$ cat config.mk
export PLATFORM = sky130hd
export DESIGN_NAME = draw_character_flat
export DESIGN_NICKNAME = d
export VERILOG_FILES = /design/src/rtl/vga_if.sv /design/src/rtl/draw_character.sv /design/src/flat_wrapper.sv
export SDC_FILE = /design/constraint.sdc
export NUM_CORES = 1
export LEC_CHECK = 0
export CAP_MARGIN = 20
export CORE_MARGIN = 2
export CORE_UTILIZATION = 35
export DETAILED_ROUTE_END_ITERATION = 12
export PLACE_DENSITY = 0.56
export SETUP_SLACK_MARGIN = 0.5
export SLEW_MARGIN = 20
export SYNTH_ARGS = -nofsm -noshare
export SYNTH_HDL_FRONTEND = slang
export SYNTH_SLANG_ARGS = --single-unit
$ cat constraint.sdc
create_clock -name clk -period 14.1 [get_ports clk]
set_clock_uncertainty 0.1 [all_clocks]
set_input_delay 1.41 -clock clk [delete_from_list [all_inputs] [get_ports clk]]
set_output_delay 1.41 -clock clk [all_outputs]
set_load 0.005 [all_outputs]
$ cat src/rtl/vga_if.sv
// VGA pixel-stream bundle: raster position, sync/blank strobes and 12-bit colour.
interface vga_if;
  logic [11:0] hcount;
  logic [11:0] vcount;
  logic        hsync;
  logic        vsync;
  logic        hblnk;
  logic        vblnk;
  logic [11:0] rgb;

  modport master (output hcount, vcount, hsync, vsync, hblnk, vblnk, rgb);
  modport slave  (input  hcount, vcount, hsync, vsync, hblnk, vblnk, rgb);
  modport out    (output hcount, vcount, hsync, vsync, hblnk, vblnk, rgb);
  modport in     (input  hcount, vcount, hsync, vsync, hblnk, vblnk, rgb);
endinterface

$ cat src/rtl/draw_character.sv
// Overlays the character sprite onto the VGA stream. Position and skin latch once
// per frame. The pipeline is three stages deep and matches the registered sprite ROM.
module draw_character #(
  parameter int          SPRITE_W     = 47,
  parameter int          SPRITE_H     = 63,
  parameter logic [11:0] TRANSPARENT  = 12'hF0F,
  parameter logic [11:0] PLATFORM_RGB = 12'h2B4,
  parameter logic [11:0] PLATFORM_SUB = 12'h2B5
) (
  input  logic        clk,
  input  logic        rst,
  input  logic [11:0] value_x,
  input  logic [11:0] value_y,
  input  logic [2:0]  character_skin,
  output logic [14:0] rom_addr,
  input  logic [11:0] rom_data,
  vga_if.in           vga_in,
  vga_if.out          vga_out
);

  typedef struct packed {
    logic [11:0] hcount;
    logic [11:0] vcount;
    logic        hsync;
    logic        vsync;
    logic        hblnk;
    logic        vblnk;
    logic [11:0] rgb;
  } vga_t;

  logic [11:0] x_q, x_d;
  logic [11:0] y_q, y_d;
  logic [2:0]  skin_q, skin_d;
  logic [14:0] rom_addr_q, rom_addr_d;
  logic        hit1_q, hit1_d;
  logic        hit2_q;
  vga_t        s0, s1_q, s2_q, out_q;
  logic [11:0] rgb_d;
  logic        frame_start;
  logic [12:0] h13, v13, x13, y13;
  logic [5:0]  col, row;

  always_comb begin
    s0 = '{hcount: vga_in.hcount, vcount: vga_in.vcount, hsync: vga_in.hsync,
           vsync: vga_in.vsync, hblnk: vga_in.hblnk, vblnk: vga_in.vblnk,
           rgb: vga_in.rgb};
    frame_start = (vga_in.hcount == '0) && (vga_in.vcount == '0);

    // Pixel (0,0) is evaluated against the values being latched on this same edge.
    x_d    = frame_start ? value_x : x_q;
    y_d    = frame_start ? value_y : y_q;
    skin_d = skin_q;
    if (frame_start) skin_d = (character_skin > 3'd4) ? '0 : character_skin;

    // Widening to 13 bits keeps the far sprite edge from wrapping past 4095.
    h13 = {1'b0, vga_in.hcount};
    v13 = {1'b0, vga_in.vcount};
    x13 = {1'b0, x_d};
    y13 = {1'b0, y_d};
    hit1_d = (h13 >= x13) && (h13 <= x13 + 13'(SPRITE_W - 1)) &&
             (v13 >= y13) && (v13 <= y13 + 13'(SPRITE_H - 1)) &&
             !vga_in.hblnk && !vga_in.vblnk;

    col = vga_in.hcount[5:0] - x_d[5:0];
    row = vga_in.vcount[5:0] - y_d[5:0];
    rom_addr_d = hit1_d ? {skin_d, row, col} : rom_addr_q;

    rgb_d = s2_q.rgb;
    if (hit2_q && rom_data != TRANSPARENT)
      rgb_d = (rom_data == PLATFORM_RGB) ? PLATFORM_SUB : rom_data;
  end

  always_ff @(posedge clk or posedge rst) begin
    if (rst) begin
      x_q        <= '0;
      y_q        <= '0;
      skin_q     <= '0;
      rom_addr_q <= '0;
      hit1_q     <= 1'b0;
      hit2_q     <= 1'b0;
      s1_q       <= '0;
      s2_q       <= '0;
      out_q      <= '0;
    end else begin
      x_q        <= x_d;
      y_q        <= y_d;
      skin_q     <= skin_d;
      rom_addr_q <= rom_addr_d;
      hit1_q     <= hit1_d;
      hit2_q     <= hit1_q;
      s1_q       <= s0;
      s2_q       <= s1_q;
      out_q      <= '{hcount: s2_q.hcount, vcount: s2_q.vcount, hsync: s2_q.hsync,
                      vsync: s2_q.vsync, hblnk: s2_q.hblnk, vblnk: s2_q.vblnk,
                      rgb: rgb_d};
    end
  end

  assign rom_addr       = rom_addr_q;
  assign vga_out.hcount = out_q.hcount;
  assign vga_out.vcount = out_q.vcount;
  assign vga_out.hsync  = out_q.hsync;
  assign vga_out.vsync  = out_q.vsync;
  assign vga_out.hblnk  = out_q.hblnk;
  assign vga_out.vblnk  = out_q.vblnk;
  assign vga_out.rgb    = out_q.rgb;

endmodule
$ cat src/flat_wrapper.sv
// flat-port wrapper written by rule: the top's interface ports become plain ports
module draw_character_flat 
#(
  parameter int          SPRITE_W     = 47,
  parameter int          SPRITE_H     = 63,
  parameter logic [11:0] TRANSPARENT  = 12'hF0F,
  parameter logic [11:0] PLATFORM_RGB = 12'h2B4,
  parameter logic [11:0] PLATFORM_SUB = 12'h2B5
)
  (clk, rst, value_x, value_y, character_skin, rom_addr, rom_data, vga_in_hcount, vga_in_vcount, vga_in_hsync, vga_in_vsync, vga_in_hblnk, vga_in_vblnk, vga_in_rgb, vga_out_hcount, vga_out_vcount, vga_out_hsync, vga_out_vsync, vga_out_hblnk, vga_out_vblnk, vga_out_rgb);
  vga_if vga_in_i ();
  vga_if vga_out_i ();
  input  logic clk;
  input  logic rst;
  input  logic [11:0] value_x;
  input  logic [11:0] value_y;
  input  logic [2:0] character_skin;
  output logic [14:0] rom_addr;
  input  logic [11:0] rom_data;
  input wire logic [$bits(vga_in_i.hcount)-1:0] vga_in_hcount;
  input wire logic [$bits(vga_in_i.vcount)-1:0] vga_in_vcount;
  input wire logic [$bits(vga_in_i.hsync)-1:0] vga_in_hsync;
  input wire logic [$bits(vga_in_i.vsync)-1:0] vga_in_vsync;
  input wire logic [$bits(vga_in_i.hblnk)-1:0] vga_in_hblnk;
  input wire logic [$bits(vga_in_i.vblnk)-1:0] vga_in_vblnk;
  input wire logic [$bits(vga_in_i.rgb)-1:0] vga_in_rgb;
  output wire logic [$bits(vga_out_i.hcount)-1:0] vga_out_hcount;
  output wire logic [$bits(vga_out_i.vcount)-1:0] vga_out_vcount;
  output wire logic [$bits(vga_out_i.hsync)-1:0] vga_out_hsync;
  output wire logic [$bits(vga_out_i.vsync)-1:0] vga_out_vsync;
  output wire logic [$bits(vga_out_i.hblnk)-1:0] vga_out_hblnk;
  output wire logic [$bits(vga_out_i.vblnk)-1:0] vga_out_vblnk;
  output wire logic [$bits(vga_out_i.rgb)-1:0] vga_out_rgb;
  assign vga_in_i.hcount = vga_in_hcount;
  assign vga_in_i.vcount = vga_in_vcount;
  assign vga_in_i.hsync = vga_in_hsync;
  assign vga_in_i.vsync = vga_in_vsync;
  assign vga_in_i.hblnk = vga_in_hblnk;
  assign vga_in_i.vblnk = vga_in_vblnk;
  assign vga_in_i.rgb = vga_in_rgb;
  assign vga_out_hcount = vga_out_i.hcount;
  assign vga_out_vcount = vga_out_i.vcount;
  assign vga_out_hsync = vga_out_i.hsync;
  assign vga_out_vsync = vga_out_i.vsync;
  assign vga_out_hblnk = vga_out_i.hblnk;
  assign vga_out_vblnk = vga_out_i.vblnk;
  assign vga_out_rgb = vga_out_i.rgb;
  draw_character #(.SPRITE_W(SPRITE_W), .SPRITE_H(SPRITE_H), .TRANSPARENT(TRANSPARENT), .PLATFORM_RGB(PLATFORM_RGB), .PLATFORM_SUB(PLATFORM_SUB)) u_core (.clk(clk), .rst(rst), .value_x(value_x), .value_y(value_y), .character_skin(character_skin), .rom_addr(rom_addr), .rom_data(rom_data), .vga_in(vga_in_i), .vga_out(vga_out_i));
endmodule
==> summary.txt, run 1 <==
Drt first pass iters = 4
CTS tree = yes
Post-synthesis sequential area ratio = 0.5886
CP Class = input port to flop
Register bit total from synthesis = 164
Post-synth top area share = 0.5886
Clock root cell = clkbuf_16
Top cells by area, synth = dfrtp_1 (59%), ha_1 (8.4%), mux2i_1 (3.6%), mux2_2 (2.6%), xnor2_1 (2.4%)
Hold-fix buffers, CTS = 0
Peak VDD IR = 0.08481 mV
Total power = 1073 µW
Max FO, Critical Path = 26
Synth warn = 0
Met2 wire length = 7594 µm
Syn_area_per_cell = 13.06 µm²
Fmax = 162.1 MHz
Mapped Area = 6973 µm²
Core footprint = 19530 µm²
DRT antenna net count = 0
Run status = finished, final reports clean
Met1 wire length = 7531 µm
Power per cell area = 116.3 nW/µm²
Drt initial violations = 155
Worst-path clk slew = 0.07 ns
Aggregate global-route resource usage = 0.1630
Met3 Wirelength = 854 µm
Insertion delay to the later sink of the worst-skew pair = 0.43 ns
Max Slew Vio Count = 0
GP Congestion = 0.8402
Die width = 145.1 µm
Crit path required time = 14.31 ns
CP startpoint kind = input port
Cell taking the most area after synthesis = dfrtp_1
Final hold viol count = 0
DR WL/cell = 17.03 µm
RSZ-0062 raised after global routing = no
Cells after Synth = 534
Most common cell after layout, fill and taps aside = dfrtp_1
# Max-Cap Violations = 0
Buffers on Ports = 135
Post CTS Setup Buffer Count = 0
Routed vias = 4604
Total CTS buffers = 17
P&R area growth vs syn = 32.26%
Worst Max-Slew Pin Slew = 0.9274 ns
Lkg Pwr = 0.004274 µW
Final Setup Violations = 0
Row count = 51
Die area = 21070 µm²
Resized cells post-CTS = 0
Vert. Die Dim = 145.1 µm
H-tree levels = 4
Tmin final = 6.169 ns
Slew HR = 0.3818
Clock Sinks = 164
Most used flip-flop cell after synthesis = dfrtp_1
Layout cells sized above 1 = 0.1092
CP arrival = 6.38 ns
Vias in the first global route = 4848
DRC = 0
Worst Setup End Kind = flop
Unique cell type count in the Yosys netlist = 69
Largest net degree at the start of global routing = 89
Vias per inst = 4.791
CTS Buffer Depth = 2
Worst hold path class = flop to flop
Grt total ovfl = 0
Async S/R FF share, synth = 1.000
Final #Nets = 813
Mapped Nets = 664
Detailed Place HPWL = 12200 µm
Routed wire length = 16360 µm
Initial antenna violation count = 0
IO Pins = 136
Top Layer Used = met4
Commonest non-fill, non-tap cells in the layout = dfrtp_1 (164), clkdlybuf4s50_1 (135), ha_1 (47), nand2_1 (41), inv_1 (39)
First-pass GRT wire length = 26500 µm
Post-synth EDFFs = 0
Initial Utilization = 0.3571
Antenna diodes = 0
Final Cycle Share = 0.4375
Setup TNS = 0 ns
-- cell usage after synthesis, drive strengths merged (5+ instances only) --
cell type	count
a21o	8
a21oi	19
a31oi	5
and4	7
buf	5
dfrtp	164
ha	47
inv	40
mux2	21
mux2i	26
nand2	42
nand3	17
nand4	8
nor2	13
nor3	10
nor4	7
o21ai	18
xnor2	19
-- final cells by class --
type                       count  area, µm²
fill                        1778      10300
sequential                   164       4104
multi-input combinational    322       2683
timing repair buffer         138       1374
clock buffer                  18      429.2
tap                          265      331.6
inverter                      40      155.1
clock inverter                14      146.4
-- power by group --
part | switching, µW | internal, µW | leakage, µW
Combinational | 47.8 | 67.8 | 0.00201
Clock | 202 | 248 | 0.000272
Sequential | 10.1 | 498 | 0.00199
Total | 260 | 813 | 0.00427
-- worst max-delay path, stage by stage --
cell,delay [ns]
clkdlybuf4s50_1,0.57
nor4_1,0.56
and2_1,0.40
nand2_4,0.31
mux2i_1,0.36
ha_1,0.27
nand4_1,0.21
nand2_1,0.16
xnor2_1,0.14
ha_1,0.28
and4_1,0.17
a21o_1,0.17
o21ai_0,0.20
a31oi_1,0.18
a22oi_2,0.26
nand3b_4,0.32
mux2_4,0.39
-- state kept, by name (all words and copies together) (netlist names) --
name / count
u_core.s1_q: 40
u_core.s2_q: 40
u_core.rom_addr: 15
u_core.vga_out.hcount: 12
u_core.vga_out.rgb: 12
u_core.vga_out.vcount: 12
u_core.x_q: 12
u_core.y_q: 12
u_core.skin_q: 3
u_core.hit1_q: 1
u_core.hit2_q: 1
u_core.vga_out.hblnk: 1
u_core.vga_out.hsync: 1
u_core.vga_out.vblnk: 1
u_core.vga_out.vsync: 1
-- layer usage --
| metal | up-vias | global-route usage |
|---|---|---|
| met2 | 152 | 0.2538 |
| li1 | 2186 | - |
| met5 | - | 0 |
| met4 | 0 | 0.06863 |
| met1 | 2240 | 0.2181 |
| met3 | 26 | 0.03994 |
-- final timing paths --
| path | startpoint | endpoint | slack [ns] | depth (start not counted) |
|---|---|---|---|---|
| setup / recovery | vga_in_hcount[8] | u_core.rom_addr[3]$_DFFE_PP0P_ | 7.93 | 17 |
| hold / removal | u_core.s2_q[12]$_DFF_PP0_ | u_core.vga_out.vblnk$_DFF_PP0_ | 0.24 | 0 |
| setup reg to reg | u_core.y_q[1]$_DFF_PP0_ | u_core.rom_addr[3]$_DFFE_PP0P_ | 10.23 | 12 |
| hold reg to reg | u_core.s2_q[12]$_DFF_PP0_ | u_core.vga_out.vblnk$_DFF_PP0_ | 0.24 | 0 |
| max in group asynchronous | rst | u_core.s1_q[5]$_DFF_PP0_ | 11.01 | 3 |
| min in group asynchronous | rst | u_core.s2_q[15]$_DFF_PP0_ | 1.41 | 2 |
-- per-stage QoR --
stage          instance area, µm²    util  hold slack (ns)  instances  worst slack [ns]
2_1_floorplan                6973       -           0.2312        534             8.157
3_3_place_gp                 8647  0.4428           0.2318        929             7.498
3_5_place_dp                 8647  0.4428           0.2347        929             7.481
4_1_cts                      9223  0.4723           0.2463        961             7.941
5_1_grt                      9223  0.4723           0.2516        961             7.708
6_report                     9223  0.4723           0.2439        961             7.931
-- cell families (layout without fill, tap and decap cells) --
group | count (synthesis) | after routing | synth area share
buffers and inverters | 48 | 210 | 0.02781
adder cells (fa/ha/maj) | 50 | 50 | 0.09151
XOR/XNOR | 24 | 24 | 0.03212
AND/OR/NAND/NOR | 126 | 126 | 0.1091
multiplexers | 47 | 47 | 0.07572
AO/OA/AOI/OAI | 75 | 75 | 0.07519
flip-flops | 164 | 164 | 0.5886
No activity file was read; power rests on OpenSTA's default activity.
==> inputs of run 2 (changes only) <==
==> constraint.sdc (replaced) <==
create_clock -name clk -period 5.95 [get_ports clk]
set_clock_uncertainty 0.1 [all_clocks]
set_input_delay 0.595 -clock clk [delete_from_list [all_inputs] [get_ports clk]]
set_output_delay 0.595 -clock clk [all_outputs]
set_load 0.005 [all_outputs]
==> run 2 against run 1 <==
Net effect:
- count of clock-buffer cells in the layout did not move
- critical path depth grew 1
- design area up 1.5%
- largest power group unchanged
- highest routed layer unchanged
==> summary.txt, run 2 (synthesis gave the netlist of run 1 again) <==
CTS tree = yes
Power per cell area = 278.1 nW/µm² (+140%)
Commonest non-fill, non-tap cells in the layout = dfrtp_1 (164), clkdlybuf4s50_1 (135), ha_1 (47), nand2_1 (41), inv_1 (39)
Max Slew Vio Count = 0 (unchanged)
Hold-fix buffers, CTS = 0 (unchanged)
Fmax = 195.8 MHz
Drt initial violations = 258 (+66%)
Routed vias = 4623 (+0.41%)
Die width = 145.1 µm (unchanged)
Placed cells = 939 (+1.1%)
CP arrival = 5.31 ns (-1.07 ns)
Slew HR = 0.5516 (+0.1698)
Clock Sinks = 164 (unchanged)
Worst Hold End = u_core.vga_out.vblnk$_DFF_PP0_
Grt total ovfl = 0 (unchanged)
P&R area growth vs syn = 34.25%
Crit path required time = 6.16 ns (-8.15 ns)
Critical hold path startpoint = u_core.s2_q[12]$_DFF_PP0_
H-tree levels = 4 (unchanged)
Worst Setup End Kind = flop
Worst hold path class = flop to flop
Core footprint = 19530 µm² (unchanged)
IO Pins = 136 (unchanged)
Final #Nets = 823 (+1.2%)
Drt first pass iters = 5 (+1)
Routed wire length = 16590 µm (+1.4%)
Tmin final = 5.106 ns
Fill count = 1781 (+0.17%)
Row count = 51 (unchanged)
# Max-Cap Violations = 0 (unchanged)
Die area = 21070 µm² (unchanged)
Vert. Die Dim = 145.1 µm (unchanged)
CP startpoint kind = input port
Aggregate global-route resource usage = 0.1648 (+0.001821)
Insertion delay to the later sink of the worst-skew pair = 0.42 ns (about the same)
FF-to-FF path depth = 12 (unchanged)
DRT antenna net count = 0 (unchanged)
Worst-path clk slew = 0.07 ns (about the same)
Final Cycle Share = 0.8582
Most common cell after layout, fill and taps aside = dfrtp_1
DR WL/cell = 17.09 µm (+0.35%)
Final Setup Violations = 0 (unchanged)
Vias in the first global route = 4942 (+1.9%)
Flop-to-flop setup slack = 2.12 ns (-8.11 ns)
Area occupied by multi-input gates = 2698 µm² (+0.56%)
Detailed Place HPWL = 12520 µm (+2.6%)
GP Congestion = 0.9137 (+8.7%)
Buffers on Ports = 135 (unchanged)
Lkg Pwr = 0.004350 µW (+1.8%)
Final hold viol count = 0 (unchanged)
RSZ-0062 raised after global routing = no
Antenna diodes = 0 (unchanged)
Layout cells sized above 1 = 0.1289 (+0.01970)
Post-route insts no fill = 971 (+1.0%)
R2R Path End = u_core.rom_addr[8]$_DFFE_PP0P_
Initial antenna violation count = 0 (unchanged)
Largest net degree at the start of global routing = 61 (-31%)
Initial Utilization = 0.3571 (unchanged)
Run status = finished, final reports clean
DRC = 0 (unchanged)
Vias per inst = 4.761 (-0.62%)
CP Class = input port to flop
Total power = 2604 µW (+140%)
CTS Buffer Depth = 2 (unchanged)
Peak VDD IR = 0.1906 mV (+120%)
Max FO, Critical Path = 20 (-23%)
RR Startpoint = u_core.y_q[1]$_DFF_PP0_
Clock root cell = clkbuf_16
Worst Hold Depth = 0 (unchanged)
Total CTS buffers = 17 (unchanged)
Worst Max-Slew Pin Slew = 0.6727 ns (-0.2547 ns)
Setup ws final = 0.8436 ns (-7.088 ns)
Register area = 4104 µm² (unchanged)
Crit path from = vga_in_vcount[7]
Post CTS Setup Buffer Count = 0 (unchanged)
Setup TNS = 0 ns (unchanged)
First-pass GRT wire length = 27020 µm (+2.0%)
Pre-CTS setup slack = 0.2897 ns (-7.192 ns)
==> run 2: per-stage QoR <==
step / area (µm²) / utilization / hold WS, ns
floorplan: 6973 / - / 0.2312
CTS: 9346 / 0.4787 / 0.2449
global placement: 8735 / 0.4473 / 0.2312
finish: 9361 / 0.4794 / 0.2453
global route: 9361 / 0.4794 / 0.2517
detailed placement: 8735 / 0.4473 / 0.2347
==> run 2: critical path: stages <==
cell             delay (ns)
clkdlybuf4s50_1        0.52
nor4_4                 0.45
and4_2                 0.41
nand2_4                0.21
mux2i_1                0.23
ha_1                   0.26
a32oi_2                0.28
nor2_1                 0.12
o21ai_0                0.16
nand2_1                0.08
ha_1                   0.31
and4_1                 0.23
nand3_1                0.11
o32ai_1                0.28
a31oi_1                0.11
a22oi_2                0.22
nand3b_4               0.31
mux2_4                 0.39
==> run 2: where the power goes <==
group | total (µW) | internal, µW | leakage, µW | switching (µW)
Clock | 1120 | 643 | 0.000298 | 478
Sequential | 1200 | 1180 | 0.00199 | 24.0
Combinational | 279 | 164 | 0.00206 | 115
Total | 2600 | 1990 | 0.00435 | 617
==> run 2: worst max path at each step <==
stage                                          end  slack [ns]  cells past startpoint
finish              u_core.rom_addr[8]$_DFFE_PP0P_        0.84                     18
global route        u_core.rom_addr[8]$_DFFE_PP0P_        0.54                     17
global placement    u_core.rom_addr[2]$_DFFE_PP0P_        0.33                     18
detailed placement  u_core.rom_addr[8]$_DFFE_PP0P_        0.29                     18
CTS                 u_core.rom_addr[8]$_DFFE_PP0P_        0.71                     18
floorplan                  u_core.hit1_q$_DFF_PP0_        0.82                      1
==> run 2: per-layer routing <==
metal  global-route usage  vias up  wire length (µm)
met2               0.2662      133              7894
met1               0.2160     2257              7546
li1                     -     2215                 -
met4              0.04853        0               212
met3              0.04811       18               937
met5                    0        -                 0
==> run 2: final cells by class <==
type / instances / area share
Multi-Input combinational cell: 322 / 0.2882
Inverter: 40 / 0.01657
Tap cell: 265 / 0.03542
Clock inverter: 14 / 0.01844
Timing Repair Buffer: 148 / 0.1561
Sequential cell: 164 / 0.4384
Clock buffer: 18 / 0.04691
==> run 2: repair_timing <==
item,4_1_cts,5_1_grt
gates resized for setup,0,4
setup endpoints to repair,0,15
endpoints found under the hold margin,0,0
==> RTL change (settings of run 1) <==
`TRANSPARENT` is set to 12'hF0F in 2 places; all go to 12'h787.
--- a/src/rtl/draw_character.sv
+++ b/src/rtl/draw_character.sv
@@ -3,7 +3,7 @@
 module draw_character #(
   parameter int          SPRITE_W     = 47,
   parameter int          SPRITE_H     = 63,
-  parameter logic [11:0] TRANSPARENT  = 12'hF0F,
+  parameter logic [11:0] TRANSPARENT  = 12'h787,
   parameter logic [11:0] PLATFORM_RGB = 12'h2B4,
   parameter logic [11:0] PLATFORM_SUB = 12'h2B5
 ) (
--- a/src/flat_wrapper.sv
+++ b/src/flat_wrapper.sv
@@ -3,7 +3,7 @@
 #(
   parameter int          SPRITE_W     = 47,
   parameter int          SPRITE_H     = 63,
-  parameter logic [11:0] TRANSPARENT  = 12'hF0F,
+  parameter logic [11:0] TRANSPARENT  = 12'h787,
   parameter logic [11:0] PLATFORM_RGB = 12'h2B4,
   parameter logic [11:0] PLATFORM_SUB = 12'h2B5
 )
Function: changed (a bounded check fails within 4 cycles, from zero or initial values and one cycle with rst high).
==> RTL change against run 1 <==
Synthesized area decreased by 2.6%; setup slack got worse by 730 ps; wire length decreased by 5.9%; clock power increased by 8.9%; global-route usage decreased by 0.29 points; cell area decreased by 1.5%; total power increased by 3.4%; sequential cell count unchanged; critical path type unchanged.
==> RTL change: results (changes against run 1) <==
result of the run completed; DRT iter0 DRCs 219 (+41%); multi-input combinational cell count 314 (-2.5%); total nets after synthesis 655 (-1.4%); worst-path fanout max 23 (-12%); area share of buffers outside the clock network 0.153 (+0.00356); share of total power in sequential cells 0.457 (-0.016); Clk pin slew, worst setup/hold paths 70 ps (about the same); final wirelength 15,400 µm (-5.9%); share of final-layout standard cells stronger than drive strength 1 0.0945 (-0.0147); max frequency 0.145 GHz (-11%); PwrDens 122 mW/mm² (+5.0%); distinct cell type count of the synthesized netlist 61 (-12%); crit path capture u_core.rom_addr[9]; Post-DP Area 0.00845 mm² (-2.2%); wire length on met3 814 µm (-4.7%); dpl ws 6840 ps (-640 ps); post-detailed-route via-to-cell ratio 4.67 (-2.5%); sequential cell area fraction in the yosys report 0.604 (+0.0158); synthesized area per cell 12.9 µm² (-1.1%); GR Util met2 0.252 (-0.00224); switching power of the nets 0.257 mW (-1.2%); FILL cells 1,726 (-2.9%); arrival time worst endpoint 7110 ps (+730 ps); sequential cell power 0.507 mW (about the same); start point of the critical path vga_in_vcount[4]; logic depth of the worst register-to-register path 14 (+2); relative contribution of the clock network to total power 0.441 (+0.022); Max VDD drop 0.0000838 V (-1.1%); global-route total usage across every layer 0.160 (-0.00293); leakage power figure 4.15 nW (-2.9%); fraction of area in multi-input gates 0.274 (-0.0170); count of port buffers added during placement 135 (unchanged); Worst Hold Slack 239 ps (-5.29 ps); worst min-delay path startpoint u_core.s1_q[11]; register fraction of the total cell area 0.452 (+0.00693); met1 track utilization from global routing 0.217 (-0.00121); Met1 Routed Length 7310 µm (-2.9%); global routing usage on met3 0.0429 (+0.00299); most common library cells after synthesis 164 x dfrtp_1, 51 x nand2_1, 46 x ha_1; number of placement rows 50 (-2.0%); routability congestion estimate from global placement 0.872 (+3.7%); total instance count after detailed placement 917 (-1.3%); Hold Path Sink u_core.s2_q[11]
RTL change: cell count changes after synthesis, sizes merged, moves of 4 or more:
| cell | run 1 | this run |
|---|---|---|
| a31oi | 5 | 1 |
| and4 | 7 | 1 |
| nand2 | 42 | 51 |
| nand4 | 8 | 4 |
| nor3 | 10 | 6 |
RTL change: logic make-up (layout without fill, tap and decap cells):
kind of cell,after synthesis,after routing,synth area share
compound gates,68,68,0.0680
xor+xnor,26,26,0.0335
fa+ha+maj,50,50,0.0936
buf+inv,48,210,0.0293
flops,164,164,0.604
mux,47,47,0.0776
simple gates,123,123,0.0936
RTL change: worst max-delay path, cell delays in order:
cell and delay [ps]:
clkdlybuf4s50_1 530, nor4_2 430, nand4_2 230, or2_1 400
buf_4 290, mux2i_1 300, ha_1 260, and2_1 180
a21oi_1 90, xnor2_1 160, ha_1 300, nand2_1 70
o21ai_0 80, a2111oi_0 490, o21ai_0 180, o311ai_0 150
nand3_1 200, a311oi_4 930, mux2_2 430
